===== src/rtl/instr_encoder_loader_if.sv =====
// Field-bundle handshake and IMEM write port shared between the program source and the encoder/loader.
interface instr_encoder_loader_if #(
  parameter int N      = 32,
  parameter int ADDR_W = 8
);
  logic              in_valid;
  logic              in_ready;
  logic [1:0]        fmt;
  logic [5:0]        op;
  logic [4:0]        rs;
  logic [4:0]        rt;
  logic [4:0]        rd;
  logic [4:0]        shamt;
  logic [5:0]        funct;
  logic [15:0]       imm;
  logic [25:0]       addr;
  logic              mem_we;
  logic [ADDR_W-1:0] mem_addr;
  logic [N-1:0]      mem_wdata;

  modport master (
    output in_valid, fmt, op, rs, rt, rd, shamt, funct, imm, addr,
    input  in_ready, mem_we, mem_addr, mem_wdata
  );

  modport slave (
    input  in_valid, fmt, op, rs, rt, rd, shamt, funct, imm, addr,
    output in_ready, mem_we, mem_addr, mem_wdata
  );
endinterface


===== src/rtl/instr_encoder_loader.sv =====
// Packs decoded R/I/J instruction fields into 32-bit MIPS words and streams them into IMEM.
//   state | meaning
//   IDLE  | after reset, waiting for start; no bundles accepted
//   LOAD  | accepting bundles, one IMEM write per legal bundle
//   FULL  | DEPTH words written; bundles ignored until start
module instr_encoder_loader #(
  parameter int N      = 32,
  parameter int ADDR_W = 8
) (
  input  logic                clk,
  input  logic                rst_n,
  input  logic                start,
  instr_encoder_loader_if.slave bus,
  output logic [ADDR_W:0]     word_count,
  output logic                full,
  output logic                err
);

  localparam int                DEPTH     = 2 ** ADDR_W;
  localparam logic [ADDR_W:0]   LAST_CNT  = (ADDR_W+1)'(DEPTH - 1);
  localparam logic [ADDR_W:0]   CNT_ONE   = (ADDR_W+1)'(1);
  localparam logic [ADDR_W-1:0] PTR_ONE   = ADDR_W'(1);

  typedef enum logic [1:0] {
    IDLE = 2'd0,
    LOAD = 2'd1,
    FULL = 2'd2
  } state_t;

  state_t            state;
  logic [ADDR_W-1:0] ptr;
  logic [N-1:0]      packed_word;
  logic              accept;

  assign accept = bus.in_valid & bus.in_ready;

  always_comb begin
    packed_word = '0;
    case (bus.fmt)
      2'b00:   packed_word = {bus.op, bus.rs, bus.rt, bus.rd, bus.shamt, bus.funct};
      2'b01:   packed_word = {bus.op, bus.rs, bus.rt, bus.imm};
      2'b10:   packed_word = {bus.op, bus.addr};
      default: packed_word = '0;
    endcase
  end

  always_ff @(posedge clk or negedge rst_n) begin
    if (!rst_n) begin
      state         <= IDLE;
      ptr           <= '0;
      word_count    <= '0;
      full          <= 1'b0;
      err           <= 1'b0;
      bus.in_ready  <= 1'b0;
      bus.mem_we    <= 1'b0;
      bus.mem_addr  <= '0;
      bus.mem_wdata <= '0;
    end else begin
      bus.mem_we <= 1'b0;
      // start wins over a simultaneous handshake; an already-registered strobe still completes
      if (start) begin
        state        <= LOAD;
        ptr          <= '0;
        word_count   <= '0;
        full         <= 1'b0;
        err          <= 1'b0;
        bus.in_ready <= 1'b1;
      end else if (accept && state == LOAD) begin
        if (bus.fmt == 2'b11) begin
          err <= 1'b1;
        end else begin
          bus.mem_we    <= 1'b1;
          bus.mem_addr  <= ptr;
          bus.mem_wdata <= packed_word;
          ptr           <= ptr + PTR_ONE;
          word_count    <= word_count + CNT_ONE;
          if (word_count == LAST_CNT) begin
            state        <= FULL;
            full         <= 1'b1;
            bus.in_ready <= 1'b0;
          end
        end
      end
    end
  end

endmodule


===== src/flat_wrapper.sv =====
// flat-port wrapper written by rule: the top's interface ports become plain ports
module instr_encoder_loader_flat 
#(
  parameter int N      = 32,
  parameter int ADDR_W = 8
)
  (clk, rst_n, start, word_count, full, err, bus_in_valid, bus_fmt, bus_op, bus_rs, bus_rt, bus_rd, bus_shamt, bus_funct, bus_imm, bus_addr, bus_in_ready, bus_mem_we, bus_mem_addr, bus_mem_wdata);
  instr_encoder_loader_if #(.N(N), .ADDR_W(ADDR_W)) bus_i ();
  input  logic clk;
  input  logic rst_n;
  input  logic start;
  output logic [ADDR_W:0] word_count;
  output logic full;
  output logic err;
  input wire logic [$bits(bus_i.in_valid)-1:0] bus_in_valid;
  input wire logic [$bits(bus_i.fmt)-1:0] bus_fmt;
  input wire logic [$bits(bus_i.op)-1:0] bus_op;
  input wire logic [$bits(bus_i.rs)-1:0] bus_rs;
  input wire logic [$bits(bus_i.rt)-1:0] bus_rt;
  input wire logic [$bits(bus_i.rd)-1:0] bus_rd;
  input wire logic [$bits(bus_i.shamt)-1:0] bus_shamt;
  input wire logic [$bits(bus_i.funct)-1:0] bus_funct;
  input wire logic [$bits(bus_i.imm)-1:0] bus_imm;
  input wire logic [$bits(bus_i.addr)-1:0] bus_addr;
  output wire logic [$bits(bus_i.in_ready)-1:0] bus_in_ready;
  output wire logic [$bits(bus_i.mem_we)-1:0] bus_mem_we;
  output wire logic [$bits(bus_i.mem_addr)-1:0] bus_mem_addr;
  output wire logic [$bits(bus_i.mem_wdata)-1:0] bus_mem_wdata;
  assign bus_i.in_valid = bus_in_valid;
  assign bus_i.fmt = bus_fmt;
  assign bus_i.op = bus_op;
  assign bus_i.rs = bus_rs;
  assign bus_i.rt = bus_rt;
  assign bus_i.rd = bus_rd;
  assign bus_i.shamt = bus_shamt;
  assign bus_i.funct = bus_funct;
  assign bus_i.imm = bus_imm;
  assign bus_i.addr = bus_addr;
  assign bus_in_ready = bus_i.in_ready;
  assign bus_mem_we = bus_i.mem_we;
  assign bus_mem_addr = bus_i.mem_addr;
  assign bus_mem_wdata = bus_i.mem_wdata;
  instr_encoder_loader #(.N(N), .ADDR_W(ADDR_W)) u_core (.clk(clk), .rst_n(rst_n), .start(start), .bus(bus_i), .word_count(word_count), .full(full), .err(err));
endmodule

===== config.mk =====
export PLATFORM = sky130hd
export DESIGN_NAME = instr_encoder_loader_flat
export DESIGN_NICKNAME = d
export VERILOG_FILES = /design/src/rtl/instr_encoder_loader_if.sv /design/src/rtl/instr_encoder_loader.sv /design/src/flat_wrapper.sv
export SDC_FILE = /design/constraint.sdc
export NUM_CORES = 1
export LEC_CHECK = 0
export ABC_AREA = 1
export CORE_MARGIN = 2
export CORE_UTILIZATION = 28
export DETAILED_ROUTE_END_ITERATION = 8
export RECOVER_POWER = 100
export SETUP_SLACK_MARGIN = 0.3
export SYNTH_ARGS = -nofsm -noshare
export SYNTH_HDL_FRONTEND = slang
export SYNTH_SLANG_ARGS = --single-unit

===== constraint.sdc =====
create_clock -name clk -period 3 [get_ports clk]
set_clock_uncertainty 0.1 [all_clocks]
set_input_delay 0.9 -clock clk [delete_from_list [all_inputs] [get_ports clk]]
set_output_delay 0.9 -clock clk [all_outputs]
set_load 0.02 [all_outputs]

* Yosys cells after proc, flatten, opt, wreduce, memory -nomap -nowiden
Index checks and enable logic that the tools add are counted.
W data, S select, Z words.
** Cells by class
- $add $sub $neg :: 2
- Equal/unequal tests :: 6
- Multiplexer cells :: 25
- Bitwise operators :: 3
- Reductions and logical operators :: 9
** Operators by type and width (number)
- $pmux W32 S3 :: 1
- $mux W9 :: 3
- $mux W8 :: 3
- $mux W1 :: 14
- $add A9 B1 Y9 const B :: 1
- $eq A9 B8 Y1 const B :: 1
- $add A8 B1 Y8 const B :: 1
- $mux W2 :: 4
- $reduce_and A3 Y1 :: 2
- $reduce_bool A2 Y1 :: 3
- $eq A2 B1 Y1 const B :: 2
- $eq A2 B2 Y1 const B :: 2
- $reduce_and A2 Y1 :: 2
- $logic_not A2 Y1 :: 1
- $ne A2 B2 Y1 const B :: 1
- $not A1 Y1 :: 2
- $and A1 B1 Y1 :: 1
- $logic_and A1 B1 Y1 :: 1
** Word-level totals
- Register bits after elaboration :: 63
- Word-level logic and storage cells :: 54

* Logic depth before layout (Yosys ltp)
- Depth after elaboration :: 5
- Mapped depth :: 9
- Gate-level depth less buffers :: 9

* Least setup slack after synthesis
No wires, ideal clock.
- Path kind :: in2reg
- From :: input bus_in_valid
- To :: register u_core.bus.mem_wdata[11]
- Setup time :: 0.117 ns
- Arrival :: 1.691 ns
- Data required time :: 2.783 ns
- Slack :: 1.092 ns
- Stages on the path :: 9
- Buffers on the path :: 2
- Cells stage by stage :: nand2_1 -> nor2_2 -> nand2_1 -> nor2_4 -> inv_2 -> buf_6 -> buf_6 -> nand2_1 -> nand2_1
** On the way
- Longest elaborated chain between the ends :: 3
** Ends and longest elaborated chain
- start: declaration :: line flat_wrapper.sv:15 : input wire logic [$bits(bus_i.in_valid)-1:0] bus_in_valid;
- $and A1 B1 Y1 :: line instr_encoder_loader.sv:35 : assign accept = bus.in_valid & bus.in_ready;
- $logic_and A1 B1 Y1 :: line instr_encoder_loader.sv:68 : end else if (accept && state == LOAD) begin
- $reduce_and A3 Y1 (no source line)
- end signal: assignment :: line instr_encoder_loader.sv:74 : bus.mem_wdata <= packed_word;
- end: declaration :: line instr_encoder_loader_if.sv:28 : output in_ready, mem_we, mem_addr, mem_wdata
Every way passes these cells.
A chain may end at the register's enable or synchronous reset.

* Worst setup path after layout
- From :: input bus_fmt[0]
- To :: register u_core.bus.mem_addr[0]
** On the way
- Longest elaborated chain between the ends :: 3
** Ends and longest elaborated chain
- start: declaration :: line flat_wrapper.sv:16 : input wire logic [$bits(bus_i.fmt)-1:0] bus_fmt;
- $eq A2 B2 Y1 :: line instr_encoder_loader.sv:69 : if (bus.fmt == 2'b11) begin
- $not A1 Y1 (no source line)
- $reduce_and A3 Y1 (no source line)
- end signal: assignment :: line instr_encoder_loader.sv:73 : bus.mem_addr <= ptr;
- end: declaration :: line instr_encoder_loader_if.sv:28
Every way passes these cells.

==> results.py <==
metrics = {
    "timing": {
        "drv_slew": 30,
        "report.final.hold_viol_count": 0,
        "min_period_over_period": 0.8681,
        "setup_tns_ps": 0,
        "period_minus_slack_ps": 2604,
        "rsz0062_at_grt": "no",
        "setup_viol": 0,
        "fmax_mhz": 384.0,
        "worstMarginPinSlew_ps": 1674,
        "slew_headroom": -0.1159,
    },
    "placed_design": {
        "finalWeightedCongestion": 0.7674,
        "placed_cells": 644,
        "placedInstanceArea_um2": 4415,
        "dp_hpwl_mm": 6.430,
        "portBuffers": 132,
    },
    "final_layout": {
        "num_antenna_cells": 0,
        "syn2layout_area_growth_pct": 57.22,
        "stdcell_count": 660,
        "drive_gt1_frac": 0.04962,
        "fin_util": 0.4523,
        "finalInstanceArea_um2": 4648,
        "fin_nets": 602,
    },
    "critical_path": {
        "crit_path_end_kind": "flop",
        "slowest_delay_ps": 590,
        "cp_max_fo": 24,
        "start_kind": "input pin",
        "crit_arrival_ps": 2720,
        "cp_cell_sequence": "dlygate4sd3_1, nand2_1, nand2_1, nor2_1, clkbuf_2, nand2_1, o21a_1",
        "cpMostUsedCell": "nand2_1",
        "cp_slowest_cell": "dlygate4sd3_1",
        "path_class": "input pin to flop",
        "required_ps": 3120,
    },
    "drt": {
        "remaining_drc_errors": 0,
        "vias": 2950,
        "post_drt_wl_per_cell_um": 12.75,
        "firstDrtPassIters": 4,
        "wl_mm": 8.414,
        "postRouteAntennaNets": 0,
        "drt-initial-drc-count": 100,
        "drt-vias-per-instance": 4.470,
    },
    "floorplanning": {
        "num_io_pins": 133,
        "core_um2": 10280,
        "die_y_um": 106.8,
        "initial_core_util": 0.2877,
        "dieArea_um2": 11400,
        "num_rows": 37,
        "die_w_um": 106.8,
    },
    "cts": {
        "clk_latency_ps": 340,
        "numCtsBuffers": 9,
        "numClockSinks": 61,
        "htree_levels": 3,
        "cts_max_path_buffers": 2,
        "cts_root_buf": "clkbuf_8",
        "cts_setup_buffers": 0,
        "clk_pin_slew_worst_paths_ps": 70,
        "cts_tree": "built",
        "cts_resized": 0,
        "cts_hold_buffers": 0,
    },
    "global_routing": {
        "grt_use_total": 0.1552,
        "grt_pass1_vias": 2916,
        "grt_pass1_wl_mm": 13.92,
        "antenna_found_initial": 0,
        "grt-ovfl-total": 0,
        "grt_max_degree": 33,
    },
    "synth": {
        "synthTopCellsByCount": "194 x nand2_1, 61 x dfrtp_1, 28 x nand3_1",
        "synth_seq_cells": 61,
        "synth.most_common_cell": "nand2_1",
        "ys_warn_count": 0,
        "synth_ff_type": "dfrtp_1",
        "async_reset_ff_frac": 1.000,
        "ys_types": 21,
        "synth_top_cell_area_share": 0.5163,
        "synthTopCellsByArea": "dfrtp_1 52%, nand2_1 25%, nand3_1 4.7%",
        "yosysSeqAreaShare": 0.5163,
        "syn-num-nets": 467,
        "yosysTopAreaCell": "dfrtp_1",
        "synth-edff-count": 0,
        "syn-instance-count": 384,
        "syn_area_per_cell_um2": 7.699,
        "synth.cell_area_um2": 2957,
    },
    "pwr": {
        "power_density_nw_per_um2": 508.6,
        "p_leak_nw": 2.291,
        "peakVddDrop_v": 0.0002543,
        "total_power_mw": 2.364,
    },
    "status": {
        "violations": "capacitance limit, slew limit",
        "status": "complete, but fails checks",
    },
    "job": {
        "drv_cap": 1,
    },
    "hold_path": {
        "hp-class": "flop to flop",
    },
}
-- per-stage QoR --
| stage | hold WS (ps) | setup slack [ps] |
|---|---|---|
| 3_5_place_dp | 357.3 | 286.4 |
| 2_1_floorplan | 371.7 | 1092 |
| 5_1_grt | 390.4 | 225.4 |
| 4_1_cts | 374.6 | 548.5 |
| 3_3_place_gp | 355.4 | 320.5 |
| 6_report | 368.6 | 395.8 |
-- critical path: cells and delay by family --
| family | cells | cell delay, ps |
|---|---|---|
| buf+inv | 2 | 1090 |
| simple gates | 4 | 590 |
| compound gates | 1 | 130 |
-- flip-flops by register name (all words and copies together) (netlist names) --
register / flops
u_core.bus.mem_addr: 8
u_core.bus.mem_we: 1
u_core.state: 1
u_core.word_count: 9
u_core.bus.mem_wdata: 32
u_core.err: 1
u_core.ptr: 8
u_core.full: 1
-- placed cells by master (no fill, tap or decap), types with 2 or more instances in the layout --
cell / netlist / routed
a21oi_1: 3 / 3
a22o_1: 10 / 10
buf_4: 1 / 4
bufinv_16: 0 / 3
clkbuf_1: 3 / 2
clkbuf_8: 0 / 10
clkdlybuf4s50_1: 0 / 77
clkinvlp_4: 0 / 2
dfrtp_1: 61 / 61
dlygate4sd3_1: 0 / 54
ha_1: 3 / 3
inv_1: 22 / 22
nand2_1: 194 / 194
nand3_1: 28 / 28
nand4_1: 4 / 4
nor2_1: 16 / 17
nor2_2: 2 / 2
o21ai_0: 20 / 20
-- per-layer routing --
layer	wire (µm)	track usage
met1	3607	0.1938
met3	666	0.04559
met2	4006	0.2548
met5	0	0
met4	134	0.05659
-- kinds of logic after synthesis --
| kind of cell | Yosys count | share of synthesized area |
|---|---|---|
| DFF | 61 | 0.5163 |
| and+or+nand+nor | 247 | 0.3352 |
| adders and majority gates | 3 | 0.01270 |
| buffers and inverters | 38 | 0.06052 |
| AOI/OAI and AO/OA | 35 | 0.07533 |
-- where the power goes --
| group | leakage [nW] | switching (mW) | internal (mW) | total (mW) |
|---|---|---|---|---|
| logic | 1.37 | 0.268 | 0.247 | 0.515 |
| registers | 0.804 | 0.0418 | 0.900 | 0.941 |
| clock network | 0.119 | 0.335 | 0.573 | 0.908 |
-- layout make-up --
cell class                      instances  area [µm²]
Clock buffer                           10       137.6
Sequential cell                        61        1526
Inverter                               23       86.33
Clock inverter                          6       110.1
Timing Repair Buffer                  139        1374
Fill cell                            1071        5629
Multi-Input combinational cell        285        1244
Tap cell                              136       170.2
-- worst paths after layout --
| path | startpoint | end | slack, ps | cells after the start |
|---|---|---|---|---|
| hold / removal | u_core.bus.mem_wdata[4] | u_core.bus.mem_wdata[4] | 370 | 2 |
| min in group asynchronous | rst_n | u_core.ptr[2] | 890 | 1 |
| max in group asynchronous | rst_n | u_core.bus.mem_wdata[12] | 930 | 1 |
| setup reg to reg | u_core.state[0] | u_core.bus.mem_addr[0] | 1180 | 7 |
| hold reg to reg | u_core.bus.mem_wdata[4] | u_core.bus.mem_wdata[4] | 370 | 2 |
| setup / recovery | bus_fmt[0] | u_core.bus.mem_addr[0] | 400 | 7 |
Power figures use the tool's default switching activity.
